File: config.mk
export PLATFORM = sky130hd
export DESIGN_NAME = addrunit_q
export DESIGN_NICKNAME = d
export VERILOG_FILES = /design/src/rtl/addrunit_q_pkg.sv /design/src/rtl/addrunit_fifo.sv /design/src/rtl/addrunit_q.sv
export SDC_FILE = /design/constraint.sdc
export NUM_CORES = 1
export LEC_CHECK = 0
export CORE_MARGIN = 1.5
export CORE_UTILIZATION = 25
export DETAILED_ROUTE_END_ITERATION = 6
export GPL_ROUTABILITY_DRIVEN = 0
export PLACE_DENSITY = 0.4
export SYNTH_ARGS = -nofsm -noshare
export SYNTH_HDL_FRONTEND = slang
export SYNTH_SLANG_ARGS = --single-unit
File: constraint.sdc
create_clock -name clk_in -period 4.35 [get_ports clk_in]
set_clock_uncertainty 0.2 [all_clocks]
set_input_delay 0.435 -clock clk_in [delete_from_list [all_inputs] [get_ports clk_in]]
set_output_delay 0.435 -clock clk_in [all_outputs]
set_load 0.03 [all_outputs]
File: src/rtl/addrunit_q_pkg.sv
// rtl/addrunit_q_pkg.sv - shared widths and memory opcode encodings for addrunit_q
package addrunit_q_pkg;

  localparam int ADDR_W_DEF = 32;
  localparam int ROB_W_DEF  = 4;
  localparam int OP_W_DEF   = 6;
  localparam int DEPTH_DEF  = 4;

  // Loads and stores each occupy one contiguous range so decode is a pair of compares
  typedef enum logic [OP_W_DEF-1:0] {
    OP_LB  = 6'd10,
    OP_LH  = 6'd11,
    OP_LW  = 6'd12,
    OP_LBU = 6'd13,
    OP_LHU = 6'd14,
    OP_SB  = 6'd15,
    OP_SH  = 6'd16,
    OP_SW  = 6'd17
  } mem_op_e;

endpackage

File: src/rtl/addrunit_fifo.sv
// rtl/addrunit_fifo.sv - circular queue with occupancy count, global enable and flush
module addrunit_fifo #(
  parameter int DEPTH = 4,
  parameter int WIDTH = 8
) (
  input  logic             clk,
  input  logic             rst,
  input  logic             en,
  input  logic             flush,
  input  logic             push,
  input  logic             pop,
  input  logic [WIDTH-1:0] wdata,
  output logic [WIDTH-1:0] rdata,
  output logic             full,
  output logic             empty
);

  localparam int PW = $clog2(DEPTH);

  logic [WIDTH-1:0] mem [DEPTH];
  logic [PW-1:0]    rd_ptr;
  logic [PW-1:0]    wr_ptr;
  logic [PW:0]      count;
  logic             do_push;
  logic             do_pop;

  assign full    = (count == (PW+1)'(DEPTH));
  assign empty   = (count == '0);
  assign do_push = push && !full;
  assign do_pop  = pop && !empty;
  assign rdata   = mem[rd_ptr];

  always_ff @(posedge clk) begin
    if (rst) begin
      rd_ptr <= '0;
      wr_ptr <= '0;
      count  <= '0;
      for (int i = 0; i < DEPTH; i++) mem[i] <= '0;
    end else if (en) begin
      if (flush) begin
        rd_ptr <= '0;
        wr_ptr <= '0;
        count  <= '0;
      end else begin
        if (do_push) begin
          mem[wr_ptr] <= wdata;
          wr_ptr      <= wr_ptr + PW'(1);
        end
        if (do_pop) rd_ptr <= rd_ptr + PW'(1);
        case ({do_push, do_pop})
          2'b10:   count <= count + (PW+1)'(1);
          2'b01:   count <= count - (PW+1)'(1);
          default: count <= count;
        endcase
      end
    end
  end

endmodule

File: src/rtl/addrunit_q.sv
// rtl/addrunit_q.sv - address unit: queues vj+a and routes loads to the load buffer, stores to the ROB
// Optional ADDRUNIT_MISALIGN_EN reroutes misaligned accesses to the ROB with a misalign flag.
module addrunit_q
  import addrunit_q_pkg::*;
#(
  parameter int ADDR_W = ADDR_W_DEF,
  parameter int ROB_W  = ROB_W_DEF,
  parameter int OP_W   = OP_W_DEF,
  parameter int DEPTH  = DEPTH_DEF
) (
  input  logic              clk_in,
  input  logic              rst_in,
  input  logic              rdy_in,
  input  logic              rs_addrunit_valid_in,
  output logic              rs_addrunit_ready_out,
  input  logic [ADDR_W-1:0] rs_addrunit_a_in,
  input  logic [ADDR_W-1:0] rs_addrunit_vj_in,
  input  logic [ROB_W-1:0]  rs_addrunit_dest_in,
  input  logic [OP_W-1:0]   rs_addrunit_opcode_in,
  output logic              addrunit_lbuffer_en_out,
  input  logic              lbuffer_addrunit_ready_in,
  output logic [ADDR_W-1:0] addrunit_lbuffer_a_out,
  output logic [ROB_W-1:0]  addrunit_lbuffer_dest_out,
  output logic [OP_W-1:0]   addrunit_lbuffer_opcode_out,
  output logic              addrunit_rob_en_out,
  output logic [ROB_W-1:0]  addrunit_rob_h_out,
  output logic [ADDR_W-1:0] addrunit_rob_address_out,
`ifdef ADDRUNIT_MISALIGN_EN
  output logic              addrunit_rob_misalign_out,
`endif
  input  logic              rob_addrunit_rst_in
);

  localparam int PAY_W = ADDR_W + ROB_W + OP_W;

  logic [PAY_W-1:0]  enq_data;
  logic [PAY_W-1:0]  head;
  logic [ADDR_W-1:0] head_addr;
  logic [ROB_W-1:0]  head_dest;
  logic [OP_W-1:0]   head_op;
  logic              full;
  logic              empty;
  logic              pop;
  logic              head_live;
  logic              is_load;
  logic              is_store;
  logic              misaligned;
  logic              to_lb;
  logic              to_rob;

  assign enq_data = {rs_addrunit_vj_in + rs_addrunit_a_in, rs_addrunit_dest_in, rs_addrunit_opcode_in};
  assign {head_addr, head_dest, head_op} = head;

  assign is_load  = (head_op >= OP_W'(OP_LB)) && (head_op <= OP_W'(OP_LHU));
  assign is_store = (head_op >= OP_W'(OP_SB)) && (head_op <= OP_W'(OP_SW));

`ifdef ADDRUNIT_MISALIGN_EN
  always_comb begin
    misaligned = 1'b0;
    if (head_op == OP_W'(OP_LH) || head_op == OP_W'(OP_LHU) || head_op == OP_W'(OP_SH))
      misaligned = head_addr[0];
    else if (head_op == OP_W'(OP_LW) || head_op == OP_W'(OP_SW))
      misaligned = (head_addr[1:0] != 2'b00);
  end
`else
  assign misaligned = 1'b0;
`endif

  assign to_lb     = is_load && !misaligned;
  assign to_rob    = is_store || (is_load && misaligned);
  assign head_live = rdy_in && !empty;
  // Only a load bound for the load buffer waits; ROB strobes and unknown ops leave in one cycle
  assign pop       = head_live && (!to_lb || lbuffer_addrunit_ready_in);

  addrunit_fifo #(
    .DEPTH(DEPTH),
    .WIDTH(PAY_W)
  ) u_fifo (
    .clk   (clk_in),
    .rst   (rst_in),
    .en    (rdy_in),
    .flush (rob_addrunit_rst_in),
    .push  (rs_addrunit_valid_in),
    .pop   (pop),
    .wdata (enq_data),
    .rdata (head),
    .full  (full),
    .empty (empty)
  );

  assign rs_addrunit_ready_out       = !full;
  assign addrunit_lbuffer_en_out     = head_live && to_lb;
  assign addrunit_lbuffer_a_out      = (!empty && to_lb) ? head_addr : '0;
  assign addrunit_lbuffer_dest_out   = (!empty && to_lb) ? head_dest : '0;
  assign addrunit_lbuffer_opcode_out = (!empty && to_lb) ? head_op : '0;
  assign addrunit_rob_en_out         = head_live && to_rob;
  assign addrunit_rob_h_out          = (!empty && to_rob) ? head_dest : '0;
  assign addrunit_rob_address_out    = (!empty && to_rob) ? head_addr : '0;
`ifdef ADDRUNIT_MISALIGN_EN
  assign addrunit_rob_misalign_out   = addrunit_rob_en_out && misaligned;
`endif

endmodule

==> results_dict.tcl <==
set metrics [dict create \
    htree_levels 4 \
    gr-total-overflow 0 \
    cp_slowest_cell "clkdlybuf4s50_1" \
    clkPwrFrac 0.374 \
    powerDensity_nw_per_um2 326.8 \
    async_reset_ff_frac 0 \
    ant_nets 0 \
    critPathArrivalTime_ns 3.37 \
    worst_pin_slew_ns 0.7500 \
    path_clk_slew_ns 0.06 \
    clk_latency_ns 0.44 \
    ys_warn_count 0 \
    coreArea_um2 37670 \
    port-buffer-count 158 \
    period_needed_ns 4.001 \
    crit_family "buffers and inverters" \
    synth-seq-cells 177 \
    initialDrtViolationCount 495 \
    drc 5 \
    final_nets 1078 \
    hold_ws_ns 0.3335 \
    power.leakage_nw 4.578 \
    cp_data_required_time_ns 3.71 \
    placed_area_um2 11900 \
    io_pins 161 \
    path_max_fanout 28 \
    stdcell_area_um2 12480 \
    wl_per_cell_um 18.51 \
    cts_hold_buf 0 \
    power_frac_comb 0.147 \
    hold_class "reg -> reg" \
    cts_tree "built" \
    grt_pass1_vias 6722 \
    synth_edf_count 168 \
    dieHeight_um 198.5 \
    cts_sinks 177 \
    violations "DRC" \
    grt_max_degree 31 \
    final_cell_mix "edfxtp_1 (168), clkdlybuf4s50_1 (150), nor2_1 (145), and2_1 (52), mux4_2 (42)" \
    pwr-share-seq 0.479 \
    cts_resized 1 \
    synthFlopType "edfxtp_1" \
    syn_inst 809 \
    ys_seq_area_frac 0.5471 \
    period_share 0.9199 \
    synth_area_um2 9550 \
    grt_pass1_wl_um 41430 \
    vias 6594 \
    netSwitchingFraction 0.2657 \
    end_kind "output pin" \
    drt-pass1-iter-count 7 \
    setup_ws_ns 0.3486 \
    die_area_um2 39380 \
    fp.dieW_um 198.5 \
    drv_cap 0 \
    p_int_w 0.002993 \
    cts_max_path_buffers 2 \
    drive_above_1_share 0.1268 \
    fin_setup_tns_ns 0 \
    timing.final.hold_violations 0 \
    grt_usage 0.1446 \
    start_kind "flip-flop" \
    place_ws_ns 0.2802 \
    yosysUniqueCellTypes 61 \
    grt_setup_unrepaired "no" \
    slowest_delay_ns 0.68 \
    p_sw_w 0.001083 \
    final_common_cell "edfxtp_1" \
    synth_area_per_cell_um2 11.81 \
    wl_um 27570 \
    via_per_inst 4.428 \
    status "complete, but fails checks" \
    setup-violations-final 0 \
    antennaDiodeCount 0 \
    cts_setup_buffers 0 \
    ir_drop_mv 0.1876 \
    clock-root-buffer "clkbuf_16" \
    antenna_found_initial 0 \
    syn_to_final_growth_pct 30.63 \
    critPathKind "reg -> out" \
    path_buf_inv 2 \
    relSlewSlack 0.5000 \
    rows 71 \
    cts-buffers-inserted 17 \
    dp_hpwl_um 19010 \
    maxSlewViolCount 0 \
    cp_cell_sequence "mux4_2, nand2b_1, nor2_1, o211ai_2, or2_4, buf_4, nor2b_1, clkdlybuf4s50_1" \
    initial_core_util 0.2536 \
    timing.fmax_mhz 249.9 \
]
[state kept, by name, indices dropped and copies added (netlist names), named ones only]
signal	flops
u_fifo.count	3
u_fifo.mem	168
u_fifo.rd_ptr	2
u_fifo.wr_ptr	2
[power by group through the flow]
stage | registers [W] | clock network (W) | logic [W]
4_1_cts | 0.00195 | 0.00156 | 0.000614
2_1_floorplan | 0.00198 | 0 | 0.000362
3_3_place_gp | 0.00199 | 0 | 0.000614
5_1_grt | 0.00196 | 0.00163 | 0.000662
3_5_place_dp | 0.00199 | 0 | 0.000612
6_report | 0.00195 | 0.00152 | 0.000601
[per-layer routing]
metal  vias up  part of all wire  track usage  wire (um)
met4         0            0.0070      0.03479        194
met5         -                 0            0          0
met2       156              0.49       0.2413      13450
met3        10             0.037      0.02204       1030
li1       3234                 -            -          -
met1      3194              0.47       0.1968      12890
[final timing paths]
path / from / to / cells after the start / slack (ns)
setup / recovery: flip-flop / addrunit_lbuffer_a_out[9] / 8 / 0.35
hold / removal: u_fifo.count[1] / u_fifo.count[1] / 2 / 0.33
setup reg to reg: flip-flop / u_fifo.count[2] / 12 / 1.02
hold reg to reg: u_fifo.count[1] / u_fifo.count[1] / 2 / 0.33
[synthesized netlist by cell type, types with 3 or more instances]
master,instances,area share
nor2b_1,41,0.027
nor2_1,146,0.057
clkbuf_1,34,0.013
nand3_1,9,0.0047
o41ai_1,3,0.0028
and3_1,4,0.0026
a211oi_1,4,0.0031
mux4_2,42,0.099
edfxtp_1,168,0.53
nand2_1,36,0.014
xnor2_1,15,0.014
xor2_1,13,0.012
and2_1,52,0.034
o21ai_0,11,0.0058
a21oi_1,34,0.018
or3_1,3,0.0020
o21bai_1,7,0.0055
ha_1,32,0.042
buf_4,3,0.0024
a21o_1,18,0.014
or2_2,3,0.0020
nand4_1,3,0.0020
or4_1,3,0.0024
buf_2,5,0.0026
dfxtp_1,9,0.019
o21ai_1,8,0.0042
nor3_1,21,0.011
a31oi_1,6,0.0039
inv_1,29,0.011
nand2b_1,10,0.0066
[per-stage QoR]
stage	utilization	total power [W]	std cells
6_report	0.3312	0.004076	1489
5_1_grt	0.3312	0.004253	1489
4_1_cts	0.3312	0.004127	1489
3_5_place_dp	0.3159	0.002602	1457
3_3_place_gp	0.3159	0.002603	1457
2_1_floorplan	-	0.002345	810
[area by class of cell]
cell class / instances / area (um^2)
flip-flops and latches: 177 / 5230
inverters: 30 / 112.6
repair buffers: 180 / 1877
well taps: 511 / 639.4
multi-input cells: 559 / 4041
clock inverters: 14 / 146.4
fillers: 3881 / 25190
clock buffers: 18 / 429.2
[tightest hold or removal path: stages (launching register included)]
cell,delay (ns)
dfxtp_1,0.35
nand2b_1,0.08
a21oi_1,0.05
[kinds of logic (layout without fill, tap and decap cells)]
group	after synthesis	in the layout	synth area share
flops	177	177	0.5471
buf+inv	74	242	0.03170
xor+xnor	28	28	0.02568
other cells	1	2	0.0003927
simple gates	341	341	0.1739
fa+ha+maj	33	33	0.04402
mux	44	44	0.1017
compound gates	111	111	0.07559
Power figures use the tool's default switching activity.
